**config.mk**
```make
export PLATFORM = sky130hd
export DESIGN_NAME = vga_mode_sched
export DESIGN_NICKNAME = d
export VERILOG_FILES = /design/src/rtl/vga_mode_sched.sv
export SDC_FILE = /design/constraint.sdc
export NUM_CORES = 1
export LEC_CHECK = 0
export CORE_UTILIZATION = 35
export DETAILED_ROUTE_END_ITERATION = 10
export SETUP_SLACK_MARGIN = 0.5
export SLEW_MARGIN = 20
export SYNTH_ARGS = -nofsm -noshare
export SYNTH_HDL_FRONTEND = slang
export SYNTH_SLANG_ARGS = --single-unit
export TNS_END_PERCENT = 10
```
**constraint.sdc**
```tcl
create_clock -name clk -period 2.3 [get_ports clk]
set_input_delay 0.345 -clock clk [delete_from_list [all_inputs] [get_ports clk]]
set_output_delay 0.345 -clock clk [all_outputs]
set_load 0.02 [all_outputs]
```
**src/rtl/vga_mode_sched.sv**
```systemverilog
// Frame-aligned RGB/YPbPr select sequencer: blanks the picture around each
// mode switch, learns vsync polarity and falls back to a timeout without vsync.
module vga_mode_sched #(
    parameter int BLANK_FRAMES = 2,
    parameter int TO_W         = 22,
    parameter int CNT_W        = 22
) (
    input  logic clk,
    input  logic reset_n,
    input  logic vsync,
    input  logic ypbpr_req,
    output logic ypbpr_en,
    output logic blank,
    output logic busy,
    output logic vs_pol,
    output logic forced
);
    typedef enum logic [1:0] {IDLE, WAIT, PRE, POST} state_t;

    localparam logic [CNT_W-1:0] CNT_MAX   = '1;
    localparam logic [CNT_W-1:0] CNT_ONE   = CNT_W'(1);
    localparam logic [TO_W-1:0]  TMR_MAX   = '1;
    localparam logic [TO_W-1:0]  TMR_ONE   = TO_W'(1);
    localparam logic [3:0]       FCNT_LAST = 4'(BLANK_FRAMES - 1);

    state_t           state, state_nxt;
    logic             vs_r, vs_d;
    logic             rise, fall, fs, fx, ev;
    logic [CNT_W-1:0] hi_cnt, lo_cnt, hi_len, lo_len;
    logic             hi_v, lo_v;
    logic [TO_W-1:0]  timer, timer_nxt;
    logic             target, target_nxt;
    logic             en_nxt, blank_nxt;
    logic [3:0]       fcnt, fcnt_nxt;

    assign rise = vs_r & ~vs_d;
    assign fall = ~vs_r & vs_d;
    // Frame start is the leading edge of the active vsync pulse.
    assign fs   = vs_pol ? rise : fall;
    assign fx   = (timer == TMR_MAX);
    assign ev   = fs | fx;

    // The shorter vsync phase is the active one; ties resolve to active-low.
    always_ff @(posedge clk or negedge reset_n) begin
        if (!reset_n) begin
            vs_r   <= 1'b0;
            vs_d   <= 1'b0;
            hi_cnt <= '0;
            lo_cnt <= '0;
            hi_len <= '0;
            lo_len <= '0;
            hi_v   <= 1'b0;
            lo_v   <= 1'b0;
            vs_pol <= 1'b0;
        end else begin
            vs_r <= vsync;
            vs_d <= vs_r;
            if (rise)
                hi_cnt <= '0;
            else if (vs_r && hi_cnt != CNT_MAX)
                hi_cnt <= hi_cnt + CNT_ONE;
            if (fall)
                lo_cnt <= '0;
            else if (!vs_r && lo_cnt != CNT_MAX)
                lo_cnt <= lo_cnt + CNT_ONE;
            if (rise) begin
                lo_len <= lo_cnt;
                lo_v   <= 1'b1;
            end
            if (fall) begin
                hi_len <= hi_cnt;
                hi_v   <= 1'b1;
            end
            if (hi_v && lo_v)
                vs_pol <= (hi_len < lo_len);
        end
    end

    always_comb begin
        state_nxt  = state;
        target_nxt = target;
        en_nxt     = ypbpr_en;
        blank_nxt  = blank;
        fcnt_nxt   = fcnt;
        case (state)
            IDLE: begin
                if (ypbpr_req != ypbpr_en) begin
                    target_nxt = ypbpr_req;
                    state_nxt  = WAIT;
                end
            end
            WAIT: begin
                if (ev) begin
                    blank_nxt = 1'b1;
                    state_nxt = PRE;
                end
            end
            PRE: begin
                if (ev) begin
                    en_nxt    = target;
                    fcnt_nxt  = 4'd0;
                    state_nxt = POST;
                end
            end
            POST: begin
                if (ev) begin
                    fcnt_nxt = fcnt + 4'd1;
                    if (fcnt == FCNT_LAST) begin
                        blank_nxt = 1'b0;
                        state_nxt = IDLE;
                    end
                end
            end
            default: state_nxt = IDLE;
        endcase

        // A timeout only stands in for a frame start that has not arrived yet.
        if (state == IDLE || state_nxt != state || fs || fx)
            timer_nxt = '0;
        else
            timer_nxt = timer + TMR_ONE;
    end

    always_ff @(posedge clk or negedge reset_n) begin
        if (!reset_n) begin
            state    <= IDLE;
            target   <= 1'b0;
            ypbpr_en <= 1'b0;
            blank    <= 1'b0;
            busy     <= 1'b0;
            forced   <= 1'b0;
            fcnt     <= 4'd0;
            timer    <= '0;
        end else begin
            state    <= state_nxt;
            target   <= target_nxt;
            ypbpr_en <= en_nxt;
            blank    <= blank_nxt;
            busy     <= (state_nxt != IDLE);
            forced   <= fx;
            fcnt     <= fcnt_nxt;
            timer    <= timer_nxt;
        end
    end
endmodule

```
==> results.md, run 1 <==
* Detailed Place HPWL at 9.705 mm
* GRT overflow at 0
* Post-synthesis cell type count at between 60 and 70
* FP Rows at 48
* Vias per Instance at 5.291
* Number of flops mapped to enable cells by yosys at 0
* Yosys synthesis warning count at 0
* Layout cells sized above 1 at 0.1997
* HP Class: in2reg
* Status: finished, final reports clean
* Commonest cells after routing, fill and taps aside: dfrtp_1, nand2_1, nor2_1
* Yosys reg bits at around 130
* Finished Layout Cells at ~960
* H-tree depth at 4
* Post-synthesis instance total at about 670
* Layout Utilization at 0.4482
* CTS tree: yes
* Fin Hold WS at 0.3623 ns
* Fin. Hold Viols at 0
* I/O Pins at 9
* Fmax at approximately 0.54 GHz
* CTS sink cnt at 126
* Clk root buf: clkbuf_16
* Antenna Cells at 0
* Nets@finish at 749
* Antenna violations before repair at 0
* Layout fillers at about 1600
* Syn_nets at 699
* Hold_sp: vsync
* Total clock buffers created by CTS at 17
* P&R area growth vs syn at 24.05%
* Number of global-route vias before repair at about 5000
* Post-Syn Area at approximately 6300 sq um
* Die width at around 140 um
* Buffers on Ports at 8
* Worst-Margin Slew at 0.4853 ns
* Sequential area share after synthesis at 0.4993
* Remaining DRCs at 0
* Max_cap viols at 0
* WP data required at 2.58 ns
* Crit path launch type: flip-flop
* FF-to-FF End: lo_cnt[21]
* Critical path, cell by cell: nand4b_1, nor4_4, nor3b_1, xnor2_1, nor2_1
* Die ar. at approximately 19000 sq um
* Hold depth at 1
* Crit path time final at between 1.5 and 2 ns
* Total negative slack at 0 ns
* Hold Path Sink: vs_r
* Starting Density at 0.3613
* Synth Flop Type: dfrtp_1
* Crit path max-delay cell type: dfrtp_4
* Core footprint at 17480 sq um
* Final ANT Viol Nets at 0
* Ys async rst share at 1.000
* Final WS setup at around 0.46 ns
* Routed WL per cell at 15.63 um
* Worst-Skew Late Latency at 0.42 ns
* Crit path max fanout at 11
* Critical path class: reg2reg
* Drt first pass iters at 6
* DRT iter0 DRCs at ~250
* Final Slew Violations at 0
* Commonest non-fill, non-tap cell in the layout: dfrtp_1
* Count of final setup violators at 0
* Global-route wire length before repair at approximately 25 mm
* Rel. slew slack at 0.6752
* Placed Cells at 885
* CP endpoint kind: flip-flop
* Vias at between 5000 and 6000
* Syn Area/Cell at between 9 and 10 sq um
* Worst stage delay on the critical path at between 0.5 and 0.6 ns
* Critical path arrival at approximately 2.1 ns
* GRT Resource Usage Total at 0.1720
* Clock Pin Slew Worst Setup and Hold Paths at approximately 0.06 ns
* Largest net degree at the start of global routing at 54
* Wirelength, routed at around 15 mm
* Worst Reg-to-Reg Cells at 5
* Multi-input logic area at about 3200 sq um
* Reg2reg start: vs_r
* Fin crit share at 0.8008
* RSZ-0062 raised after global routing: true
* Sequential standard cell area at between 3000 and 4000 sq um
* Setup Slack @ Placement at just over 0.3 ns
* Reg2reg setup slack at around 0.46 ns
* Pwr per Cell Area at ~760 nW/um^2
* Routability Congestion at between 0.8 and 0.9
* Longest Clk Path Bufs at 2
* Max IR drop VDD at ~0.55 mV
* Clock skew at ~0.010 ns
* Die Ht at around 140 um
* Leakage power figure at between 0.003 and 0.004 uW
## flip-flops by register name, indices dropped and copies added, names as in the netlist
name / count
blank: 1
hi_len: 22
forced: 1
vs_d: 1
vs_r: 1
ypbpr_en: 1
hi_cnt: 22
state: 2
lo_cnt: 22
hi_v: 1
fcnt: 4
timer: 22
lo_len: 22
busy: 1
vs_pol: 1
target: 1
lo_v: 1
## worst max-delay path by stage
stage,slack [ns],cells after the start,to,start
floorplan,0.49,7,hi_cnt[11],hi_cnt[1]
global placement,0.36,5,lo_cnt[19],vs_r
detailed placement,0.30,5,lo_cnt[9],lo_cnt[3]
CTS,0.37,5,hi_cnt[3],hi_cnt[6]
global route,0.40,6,lo_cnt[7],lo_cnt[1]
finish,0.46,5,lo_cnt[21],vs_r
## worst max-delay path: cells and delay by family (launching register included)
kind | cells | cell delay (ns)
DFF | 1 | 0.56
xor gates and xnor gates | 1 | 0.15
and+or+nand+nor | 4 | 0.98
## power by group
group	internal (uW)	leakage (uW)	switching, uW	total, uW
clock	1760	0.000299	961	2720
combinational	330	0.00148	391	721
sequential	2350	0.00166	136	2490
## cell type report
type	instances	area share
sequential	126	0.4052
multi-input combinational	485	0.4041
clock buffer	25	0.06580
timing repair buffer	56	0.06293
tap	225	0.03594
inverter	33	0.01581
clock inverter	6	0.01022
## synthesized netlist by cell type (3+ instances only)
master    number  share of area
a211oi_1       9          0.011
a21oi_1       22          0.017
a31oi_1        3         0.0030
and2_1        11          0.011
and3_1         9         0.0089
and4_1         5         0.0069
buf_2          5         0.0040
clkbuf_1      21          0.012
dfrtp_1      126           0.50
ha_1          26          0.052
inv_1         32          0.019
mux2_2         3         0.0053
mux2i_1        4         0.0063
nand2_1      111          0.066
nand2b_1       4         0.0040
nand3_1       28          0.022
nand4_1       20          0.020
nor2_1        65          0.039
nor3_1        10         0.0079
nor3b_1        3         0.0036
nor4_1         6         0.0059
nor4_2         3         0.0059
o211ai_1       4         0.0048
o21ai_0       38          0.030
o21ai_1        3         0.0024
o22ai_1        3         0.0030
o31ai_1        4         0.0048
or2_2          3         0.0030
or3_1          5         0.0050
xnor2_1       23          0.032
xor2_1        21          0.029
## layer usage
layer,GRT usage,wire [um]
met3,0.04623,524
met1,0.2190,6901
met2,0.2829,7349
met4,0.05370,172
met5,0,0
## stage by stage
step,total power (uW),instance area (sq um)
CTS,5917,7396
global placement,3123,6704
floorplan,2920,6345
global route,6200,7834
finish,5927,7834
detailed placement,3164,6704
## cells by family (layout without fill, tap and decap cells)
kind of cell,after synthesis,count (layout),share of synthesized area
DFF,126,126,0.4993
buffers and inverters,60,120,0.03666
muxes,7,7,0.01169
xor gates and xnor gates,44,44,0.06103
and+or+nand+nor,295,297,0.2261
adders and majority gates,26,26,0.05152
AOI/OAI and AO/OA,111,111,0.1137
## repair_timing
item | CTS | global route
setup buffers | 5 | 32
gates resized for setup | 13 | 45
endpoints found under the setup margin | 60 | 73
endpoints found under the hold margin | 27 | 0
hold buffers | 1 | 0
pin swaps | 4 | 15
gates cloned | 0 | 2
Note: power is estimated with default switching activity, not from simulation.
==> run 2, diff against run 1 <==
==> constraint.sdc (replaced) <==
create_clock -name clk -period 1.7 [get_ports clk]
set_input_delay 0.255 -clock clk [delete_from_list [all_inputs] [get_ports clk]]
set_output_delay 0.255 -clock clk [all_outputs]
set_load 0.02 [all_outputs]
==> run 2 against run 1 <==
The run now ends with negative setup slack left; critical path depth rose by 1; largest cell class is now multi-input gates; flip-flop and latch count did not move; largest power group unchanged; die area did not move; power rose by 41%; highest routed layer unchanged; sequential power rose by 34%.
==> results.md, run 2 (synthesis gave the netlist of run 1 again) <==
* RSZ-0062 raised after global routing: true (unchanged)
* GRT Resource Usage Total at 0.1874 (was 0.1720)
* Routed WL per cell at 15.60 um (was 15.63 um)
* Area post-placement at 7420 sq um (was 6704 sq um)
* Commonest non-fill, non-tap cell in the layout: dfrtp_1 (unchanged)
* Total negative slack at -0.6008 ns (was 0 ns)
* GR Layer Usage met3 at 0.04213 (was 0.04623)
* Status: finished, violations left (was finished, final reports clean)
* Wirelength, routed at 16.02 mm (was 14.95 mm)
* Hold_sp: vsync (unchanged)
* CTS tree: yes (unchanged)
* CP endpoint kind: flip-flop (unchanged)
* Remaining DRCs at 0 (unchanged)
* Crit path max fanout at 8 (was 11)
* Worst Reg-to-Reg Cells at 6 (was 5)
* Die width at 136.3 um (unchanged)
* Crit path time final at 1.797 ns (was 1.842 ns)
* Most crowded layer after global routing: met2 (unchanged)
* P&R area growth vs syn at 38.08% (was 24.05%)
* Clk root buf: clkbuf_16 (unchanged)
* Hold depth at 1 (unchanged)
* GRT overflow at 0 (unchanged)
* FP Rows at 48 (unchanged)
* Worst-Margin Slew at 0.4720 ns (was 0.4853 ns)
* Max IR drop VDD at 0.7047 mV (was 0.5473 mV)
* Vias per Instance at 5.273 (was 5.291)
* Die Ht at 136.3 um (unchanged)
* Number of global-route vias before repair at 5597 (was 4999)
* Final Cell Area at 8720 sq um (was 7834 sq um)
* Worst-Skew Late Latency at 0.42 ns (about the same)
* Commonest cells after routing, fill and taps aside: dfrtp_1, nand2_1, buf_4 (was dfrtp_1, nand2_1, nor2_1)
* Final ANT Viol Nets at 0 (unchanged)
* Leakage power figure at 0.003925 uW (was 0.003443 uW)
* Critical path arrival at 2.15 ns (was 2.12 ns)
* Layout cells sized above 1 at 0.3229 (was 0.1997)
* M1 GR Usage at 0.2224 (was 0.2190)
* Failing checks: negative setup slack
* Pwr per Cell Area at 960.9 nW/um^2 (was 756.6 nW/um^2)
* DRT iter0 DRCs at 207 (was 249)
* Met2 Use GR at 0.3254 (was 0.2829)
* Nets@finish at 819 (was 749)
* Crit path launch type: flip-flop (unchanged)
* H-tree depth at 4 (unchanged)
* Global-route wire length before repair at 26.83 mm (was 24.54 mm)
* Buffers on Ports at 8 (unchanged)
* Reg2reg start: hi_cnt[1] (was vs_r)
* Power Total at 8379 uW (was 5927 uW)
* Die ar. at 18580 sq um (unchanged)
* I/O Pins at 9 (unchanged)
* Reg2reg setup slack at -0.1 ns (was 0.46 ns)
* Drt first pass iters at 5 (was 6)
* Longest Clk Path Bufs at 2 (unchanged)
* HP Class: in2reg (unchanged)
* Clock skew at 0.009455 ns (was 0.01017 ns)
* Max_cap viols at 0 (unchanged)
* Antenna Cells at 0 (unchanged)
* Final WS setup at -0.09656 ns (was 0.4581 ns)
* Critical path class: reg2reg (unchanged)
* Core footprint at 17480 sq um (unchanged)
* Count of final setup violators at 17 (was 0)
* Starting Density at 0.3613 (unchanged)
* Final Slew Violations at 0 (unchanged)
* Antenna violations before repair at 0 (unchanged)
* Largest net degree at the start of global routing at 46 (was 54)
* FF-to-FF End: hi_cnt[11] (was lo_cnt[21])
* CTS sink cnt at 126 (unchanged)
* Detailed Place HPWL at 10.62 mm (was 9.705 mm)
* Rel. slew slack at 0.6853 (was 0.6752)
* Hold Path Sink: vs_r (unchanged)
* Fmax at 0.5566 GHz (was 0.5429 GHz)
* WP data required at 2.05 ns (was 2.58 ns)
* Routability Congestion at 0.8550 (was 0.8203)
* Fin. Hold Viols at 0 (unchanged)
* Vias at 5415 (was 5058)
* Fin crit share at 1.057 (was 0.8008)
* Clock Pin Slew Worst Setup and Hold Paths at 0.06 ns (about the same)
* Fin Hold WS at 0.2861 ns (was 0.3623 ns)
* Total clock buffers created by CTS at 17 (unchanged)
run 2: cell count changes in the layout (fill, tap and decap cells not counted), sizes merged:
| cell | delta |
|---|---|
| clkinvlp | +2 |
| clkdlybuf4s50 | -4 |
| buf | +75 |
| clkinv | +2 |
| dlymetal6s2s | -1 |
| bufinv | +1 |
| clkbuf | -4 |
run 2: timing repair:
action | CTS | global route
hold buffers | 1 | 0
endpoints found under the setup margin | 128 | 127
endpoints found under the hold margin | 32 | 0
gates cloned | 2 | 0
buffers inserted | 9 | 6
resized for setup | 126 | 31
pin swaps | 75 | 42
run 2: cell type report:
type | instances | area [sq um]
fill | 1570 | 8757
multi-input combinational | 485 | 3441
sequential | 126 | 3154
timing repair buffer | 126 | 1107
clock buffer | 21 | 470.5
tap | 225 | 281.5
clock inverter | 11 | 138.9
inverter | 33 | 126.4
run 2: metal layers:
| metal | part of all wire | vias to the layer above |
|---|---|---|
| met2 | 0.51 | 107 |
| met5 | 0 | - |
| met3 | 0.031 | 32 |
| met4 | 0.021 | 0 |
| met1 | 0.43 | 2706 |
| li1 | - | 2570 |
run 2: per-stage QoR:
stage	util	cells	worst slack, ns
3_3_place_gp	0.4245	977	-0.08196
4_1_cts	0.4879	1021	-0.08137
6_report	0.4989	1027	-0.09656
2_1_floorplan	-	669	-0.1068
5_1_grt	0.4989	1027	-0.1744
3_5_place_dp	0.4245	977	-0.1301
run 2: report_power, final:
group	leakage, uW	internal [uW]	switching (uW)
Clock	0.000299	2410	1330
Sequential	0.00169	3180	154
Combinational	0.00194	640	662
run 2: how the worst max path moves through the flow:
stage,slack (ns),end,start
final,-0.1,hi_cnt[11],hi_cnt[1]
after global routing,-0.17,hi_cnt[7],hi_cnt[14]
after CTS,-0.08,hi_cnt[21],hi_cnt[1]
after detailed placement,-0.13,fcnt[2],vs_r
after global placement,-0.08,ypbpr_en,vs_r
after floorplan,-0.11,hi_cnt[11],hi_cnt[1]
run 2: worst max-delay path, stage by stage (launching register included):
cell and delay (ns):
dfrtp_1 0.39, ha_2 0.18, and3_4 0.15, and2_4 0.15, a211o_4 0.38, or3_4 0.34
a21oi_2 0.14
==> run 3, diff against run 2 <==
==> constraint.sdc (replaced) <==
create_clock -name clk -period 2.3 [get_ports clk]
set_input_delay 0.345 -clock clk [delete_from_list [all_inputs] [get_ports clk]]
set_output_delay 0.345 -clock clk [all_outputs]
set_load 0.02 [all_outputs]
==> results of run 3 <==
Same layout as run 1: the final DEF is identical, and so are final timing and power.
